<file path="src/rtl/seg7_scan_mux.sv">
// Time-multiplexed 7-segment driver: one digit per slot, a blanking lead-in per slot,
// and PWM brightness inside the ON window using values snapshotted when the window opens.
module seg7_scan_mux #(
  parameter int NUM_7SEGMENTS = 8,
  parameter int DEAD_CYCLES   = 16,
  parameter int BRIGHT_WIDTH  = 8,
  parameter int PRESCALE      = 64
) (
  input  logic                     clk,
  input  logic                     n_rst,
  input  logic [6:0]               i_hex [0:NUM_7SEGMENTS-1],
  input  logic [NUM_7SEGMENTS-1:0] i_digit_en,
  input  logic [BRIGHT_WIDTH-1:0]  i_brightness,
  output logic [6:0]               o_seg,
  output logic [NUM_7SEGMENTS-1:0] o_an,
  output logic                     o_frame_start
);

  localparam int SLOT   = DEAD_CYCLES + (1 << BRIGHT_WIDTH);
  localparam int TICK_W = $clog2(SLOT);
  localparam int PRE_W  = (PRESCALE > 1) ? $clog2(PRESCALE) : 1;
  localparam int DIG_W  = (NUM_7SEGMENTS > 1) ? $clog2(NUM_7SEGMENTS) : 1;

  localparam logic [TICK_W-1:0] DEAD_T   = TICK_W'(DEAD_CYCLES);
  localparam logic [TICK_W-1:0] LAST_T   = TICK_W'(SLOT - 1);
  localparam logic [PRE_W-1:0]  LAST_PRE = PRE_W'(PRESCALE - 1);
  localparam logic [DIG_W-1:0]  LAST_DIG = DIG_W'(NUM_7SEGMENTS - 1);

  logic [PRE_W-1:0]        pre_cnt;
  logic [TICK_W-1:0]       tick_cnt;
  logic [DIG_W-1:0]        digit;
  logic                    snap_en;
  logic [BRIGHT_WIDTH-1:0] snap_br;
  logic [6:0]              snap_pat;

  logic                    tick_fire;
  logic                    first_on;
  logic                    in_on;
  logic [TICK_W-1:0]       on_idx;
  logic                    cur_en;
  logic [BRIGHT_WIDTH-1:0] cur_br;
  logic [6:0]              cur_pat;
  logic                    lit;
  logic [NUM_7SEGMENTS-1:0] one_hot;

  // tick_cnt/digit name the tick that the next tick edge puts on the outputs; on the
  // first ON tick the live inputs are used so outputs and snapshot agree from the start.
  always_comb begin
    tick_fire = (pre_cnt == '0);
    first_on  = (tick_cnt == DEAD_T);
    in_on     = (tick_cnt >= DEAD_T);
    on_idx    = tick_cnt - DEAD_T;
    cur_en    = first_on ? i_digit_en[digit] : snap_en;
    cur_br    = first_on ? i_brightness      : snap_br;
    cur_pat   = first_on ? i_hex[digit]      : snap_pat;
    lit       = in_on && cur_en &&
                ({{(TICK_W-BRIGHT_WIDTH){1'b0}}, cur_br} > on_idx);
    one_hot   = NUM_7SEGMENTS'(1) << digit;
  end

  always_ff @(posedge clk or negedge n_rst) begin
    if (!n_rst) begin
      pre_cnt       <= '0;
      tick_cnt      <= '0;
      digit         <= '0;
      snap_en       <= 1'b0;
      snap_br       <= '0;
      snap_pat      <= 7'h7f;
      o_an          <= '1;
      o_seg         <= 7'h7f;
      o_frame_start <= 1'b0;
    end else begin
      pre_cnt       <= (pre_cnt == LAST_PRE) ? '0 : pre_cnt + 1'b1;
      o_frame_start <= tick_fire && (tick_cnt == '0) && (digit == '0);
      if (tick_fire) begin
        if (first_on) begin
          snap_en  <= i_digit_en[digit];
          snap_br  <= i_brightness;
          snap_pat <= i_hex[digit];
        end
        // Segments and anodes switch on the same edge, so a pattern never leaks to another digit.
        o_an  <= lit ? ~one_hot : '1;
        o_seg <= lit ? cur_pat : 7'h7f;
        if (tick_cnt == LAST_T) begin
          tick_cnt <= '0;
          digit    <= (digit == LAST_DIG) ? '0 : digit + 1'b1;
        end else begin
          tick_cnt <= tick_cnt + 1'b1;
        end
      end
    end
  end

endmodule

</file>
<file path="config.mk">
export PLATFORM = sky130hd
export DESIGN_NAME = seg7_scan_mux
export DESIGN_NICKNAME = d
export VERILOG_FILES = /design/src/rtl/seg7_scan_mux.sv
export SDC_FILE = /design/constraint.sdc
export NUM_CORES = 1
export LEC_CHECK = 0
export CORE_MARGIN = 2
export CORE_UTILIZATION = 48
export CTS_CLUSTER_SIZE = 25
export DETAILED_ROUTE_END_ITERATION = 7
export PLACE_DENSITY = 0.8
export SETUP_SLACK_MARGIN = 0.2
export SLEW_MARGIN = 20
export SYNTH_ARGS = -nofsm -noshare
export SYNTH_HDL_FRONTEND = slang
export SYNTH_SLANG_ARGS = --single-unit
</file>
<file path="constraint.sdc">
create_clock -name clk -period 4.1 [get_ports clk]
set_input_delay 0.615 -clock clk [delete_from_list [all_inputs] [get_ports clk]]
set_output_delay 0.615 -clock clk [all_outputs]
set_load 0.02 [all_outputs]
</file>
# Yosys cells after proc, flatten, opt, wreduce, memory -nomap -nowiden
# Index checks and enable logic that the tools add are counted.
# word_totals
reg_bits	50
output_inout_bits	16
wordCells	45
# classes
addsub	4
magnitude_cmp	4
n_eq_ne	4
shift	1
muxes	13
bitwise	2
reduce_logical	8
# op_table
cell	count
$mux W7	4
$bmux W7 S3	1
$mux W8	2
$add A9 B1 Y9 const B	1
$eq A9 B5 Y1 const B	1
$eq A9 B9 Y1 const B	1
$ge A9 B5 Y1 const B	1
$gt A8 B9 Y1	1
$logic_not A9 Y1	1
$mux W9	1
$sub A9 B5 Y9 const B	1
$not A8 Y8	1
$shl A1 B3 Y8 const A	1
$add A6 B1 Y6 const B	1
$eq A6 B6 Y1 const B	1
$logic_not A6 Y1	1
$mux W6	1
$ge A4 B4 Y1 const B	1
$logic_and A1 B1 Y1	4
$lt A3 B4 Y1 const B	1
$not A3 Y4	1
$add A3 B1 Y3 const B	1
$bmux W1 S3	1
$eq A3 B3 Y1 const B	1
other kinds (4)	5

# Logic depth before layout (Yosys ltp)
# logic_depth
word_depth	6
depth_mapped	13
mapped_depth_nobuf	11

# Worst setup path after synthesis
# Ideal clock, no wire load.
# synth_path
kind	register -> register
startpoint	reg tick_cnt[0]
endpoint	reg o_an[6]
arrival_time_ns	3.040
required_time_ns	4.004
setup_slack_ns	0.964
path_stages_with_launch	14
period_less_slack_ns	3.136
cell_sequence	dfrtp_1 inv_1 ha_1 and4bb_2 nand2_2 buf_1 mux2_2 ha_1 nand4_1 o211ai_1 a31oi_1 a2111oi_4 buf_6 a31oi_1
# synth_via
elab_chain_cells	5
# synth_rtl
element	line_no	rtl
start, declared	30	logic [TICK_W-1:0] tick_cnt;
start signal, assigned	88	tick_cnt <= tick_cnt + 1'b1;
$eq A9 B5 Y1	50	first_on = (tick_cnt == DEAD_T);
$mux W8	--	
named net cur_br[4]	41	logic [BRIGHT_WIDTH-1:0] cur_br;
$gt A8 B9 Y1	57	({{(TICK_W-BRIGHT_WIDTH){1'b0}}, cur_br} > on_idx);
$logic_and A1 B1 Y1	56	lit = in_on && cur_en &&
$mux W8	82	o_an <= lit ? ~one_hot : '1;
end signal, assigned	82	
end, declared	15	output logic [NUM_7SEGMENTS-1:0] o_an,
# The timed path passes the listed nets, and every way through them passes these cells.
# A chain may end at the register's enable or synchronous reset.

# Final worst setup path
# layout_path
startpoint	reg tick_cnt[5]
endpoint	reg o_an[5]
# The elaborated chain is that of the path after synthesis.

==> flow_metrics.py <==
metrics = {
    "timing": {
        "slew_headroom_pct": 41.43,
        "finClkSkew_ns": 0.008191,
        "whs_ns": 0.4060,
        "max_freq_mhz": 304.1,
        "hold_viol_final": 0,
        "setup_viol": 0,
        "min_period_over_period_pct": 80.20,
        "fin_crit_ns": 3.288,
        "rsz0062_at_grt": "false",
        "final_max_slew_viol_count": 0,
        "setup_tns_ns": 0,
        "tightest_slew_ns": 0.8785,
    },
    "routing": {
        "num_vias": 2610,
        "antenna_left": 0,
        "viasPerCell": 5.613,
        "firstDrtPassIters": 4,
        "dr_wl_met3_microns": 321,
        "dr_wl_met2_microns": 3735,
        "wl_per_cell_microns": 16.52,
        "wl_microns": 7681,
        "drt-met1-wl_microns": 3508,
        "top_layer_used": "met4",
        "drt_iter0_markers": 119,
        "drc": 0,
    },
    "worst_setup_path": {
        "crit_type": "reg -> reg",
        "critPathArrivalTime_ns": 3.49,
        "worstPathRequired_ns": 4.30,
        "critPathLaunchType": "register",
        "crit_path_end_kind": "register",
        "regToRegEndpoint": "o_an[5]",
        "r2r-start": "tick_cnt[5]",
        "crit_fanout": 25,
        "rrSetupSlack_ns": 0.81,
        "reg2reg_depth": 12,
    },
    "clock_network": {
        "cts_hold_buf": 0,
        "cts_made_buffers": 5,
        "post-cts-setup-buffers": 0,
        "insertion_delay_ns": 0.31,
        "clk_pin_slew_ns": 0.09,
        "cts_resized": 0,
        "ctsHtreeMaxLevel": 2,
        "cts_buffer_depth": 2,
        "numClockSinks": 50,
        "cts-root-buf": "clkbuf_8",
        "cts_tree": "yes",
    },
    "floorplanning": {
        "die_y_microns": 84.29,
        "die_x_microns": 84.29,
        "dieArea_sq_mm": 0.007105,
        "rows": 29,
        "start_util_pct": 49.29,
        "core_area_sq_mm": 0.006277,
        "num_io_pins": 90,
    },
    "final_layout": {
        "multiInputGateArea_sq_mm": 0.001685,
        "final-seq-area_sq_mm": 0.001279,
        "syn_to_final_growth_pct": 32.83,
        "num-fill-cells": 479,
        "num_antenna_cells": 0,
        "nets": 483,
        "fin_util_pct": 65.48,
        "layout-drive-gt1-share_pct": 15.72,
    },
    "power_and_ir_drop": {
        "max-vdd-ir-drop_uv": 174.2,
        "power_density_mw_per_mm2": 211.9,
        "p_leak_nw": 1.682,
    },
    "synthesis": {
        "synth.distinct_cells": 46,
        "synth_cells": 303,
        "syn_area_sq_mm": 0.003094,
        "synth-seq-area-share_pct": 41.33,
        "synth_nets": 399,
        "synth.area.top_cells": "dfrtp_1, dfstp_2, mux4_2",
        "synth.largest_area_cell": "dfrtp_1",
        "ys_ff_latch": 50,
        "avgSynthCellArea_sq_um": 10.21,
        "yosys_warnings": 0,
        "synth_top_area_share_pct": 22.64,
    },
    "global_route": {
        "antenna_found_initial": 0,
        "grt_usage_pct": 22.69,
        "grt_pass1_vias": 2660,
        "globalRouteOverflowTotal": 0,
        "grt_max_degree": 51,
        "grt_pass1_wl_microns": 12890,
    },
    "place": {
        "hpwl_microns": 5896,
        "io_buffers": 89,
        "gp_congestion": 0.8730,
    },
    "hold_path": {
        "hold_path.class": "in -> async",
    },
    "status": {
        "status": "finished clean",
    },
    "run": {
        "cap_violations": 0,
    },
}
==> area by class of cell <==
type	count	share of cell area (%)
clock inverter	3	0.3957
clock buffer	5	1.674
sequential	50	31.11
multi-input combinational	224	41.00
inverter	13	1.187
tap	77	2.344
timing repair buffer	93	22.28
==> flip-flops by register name, indices dropped and copies added (netlist names) <==
| name | cells |
|---|---|
| o_seg | 7 |
| o_frame_start | 1 |
| digit | 3 |
| snap_br | 8 |
| snap_en | 1 |
| o_an | 8 |
| tick_cnt | 9 |
| snap_pat | 7 |
| pre_cnt | 6 |
==> power by group <==
group	internal (mW)	switching [mW]	total, mW
sequential	0.494	0	0.494
combinational	0.0712	0.0239	0.0951
clock	0.117	0.165	0.282
total	0.682	0.189	0.871
==> placed cells by master, fill, tap and decap left out, drive strengths merged, types with 2 or more instances in the layout <==
cell / count
dfstp: 22
mux2: 7
a2111oi: 3
o41ai: 2
mux2i: 3
nand4: 4
a31oi: 7
and2: 3
clkinv: 3
ha: 22
nand2: 52
o211ai: 2
nor2: 26
clkdlybuf4s50: 88
and4: 2
mux4: 15
nor3: 4
nor4: 2
o21ai: 13
xnor2: 9
inv: 12
nor2b: 2
dfrtp: 28
buf: 5
clkbuf: 5
nand3: 3
a21oi: 26
xor2: 3
==> metrics by stage <==
stage	area, sq um	instances	total power, mW	setup WS [ns]
finish	4110	465	0.8710	0.8120
global route	4110	465	0.9030	0.5719
CTS	4110	465	0.8756	0.8166
detailed placement	4025	457	0.5981	0.8412
global placement	4025	457	0.5971	0.9483
floorplan	3094	303	0.5164	0.9640
==> worst max path at each step <==
stage	from	endpoint	slack [ns]	depth (start not counted)
3_5_place_dp	tick_cnt[0]	o_an[1]	0.84	12
5_1_grt	tick_cnt[5]	o_an[5]	0.57	12
3_3_place_gp	tick_cnt[0]	o_an[5]	0.95	12
4_1_cts	tick_cnt[5]	o_an[1]	0.82	12
2_1_floorplan	tick_cnt[0]	o_an[6]	0.96	13
6_report	tick_cnt[5]	o_an[5]	0.81	12
==> critical path, cell delays in order, from the launching register on <==
cell,delay (ns)
dfrtp_1,0.43
inv_1,0.12
ha_1,0.19
and4bb_2,0.23
nand2_2,0.39
mux2_2,0.42
ha_1,0.31
nand4_1,0.10
o211ai_1,0.18
a31oi_1,0.10
a2111oi_4,0.33
buf_4,0.27
a31oi_1,0.11
==> cells in the mapped netlist, drive strengths merged <==
master   number
mux4         15
dfstp        22
a41o          1
o41ai         2
a22oi         1
buf          11
and4          2
o21ai        13
nand2b        1
or4           1
xor2          3
a21o          1
inv          12
clkinv        1
mux2i         3
nor2         26
nor3b         1
a2111oi       3
a21oi        26
nand2        52
o21a          1
nor2b         2
and4bb        1
ha           22
clkbuf        5
nand3         3
nor3          4
a32oi         1
dfrtp        28
and3          1
or3           1
xnor2         9
o211ai        2
a31oi         7
nor4          2
a311oi        1
mux2          7
o22ai         1
and2          3
nand4         4
nand3b        1
==> cells by family (layout without fill, tap and decap cells) <==
group | count (synthesis) | count (layout) | share of synthesized area, %
and+or+nand+nor | 105 | 105 | 15.69
muxes | 25 | 25 | 14.44
adders and majority gates | 22 | 22 | 8.896
DFF | 50 | 50 | 41.33
AOI/OAI and AO/OA | 60 | 60 | 12.05
xor gates and xnor gates | 12 | 12 | 3.397
buffers and inverters | 29 | 114 | 4.205
==> layer usage <==
layer  vias to the layer above  GRT usage [%]
met5                         -              0
met3                        12          4.130
met4                         0          6.158
met2                        73          36.36
li1                       1242              -
met1                      1283          31.95
(Power assumes the default switching activity.)
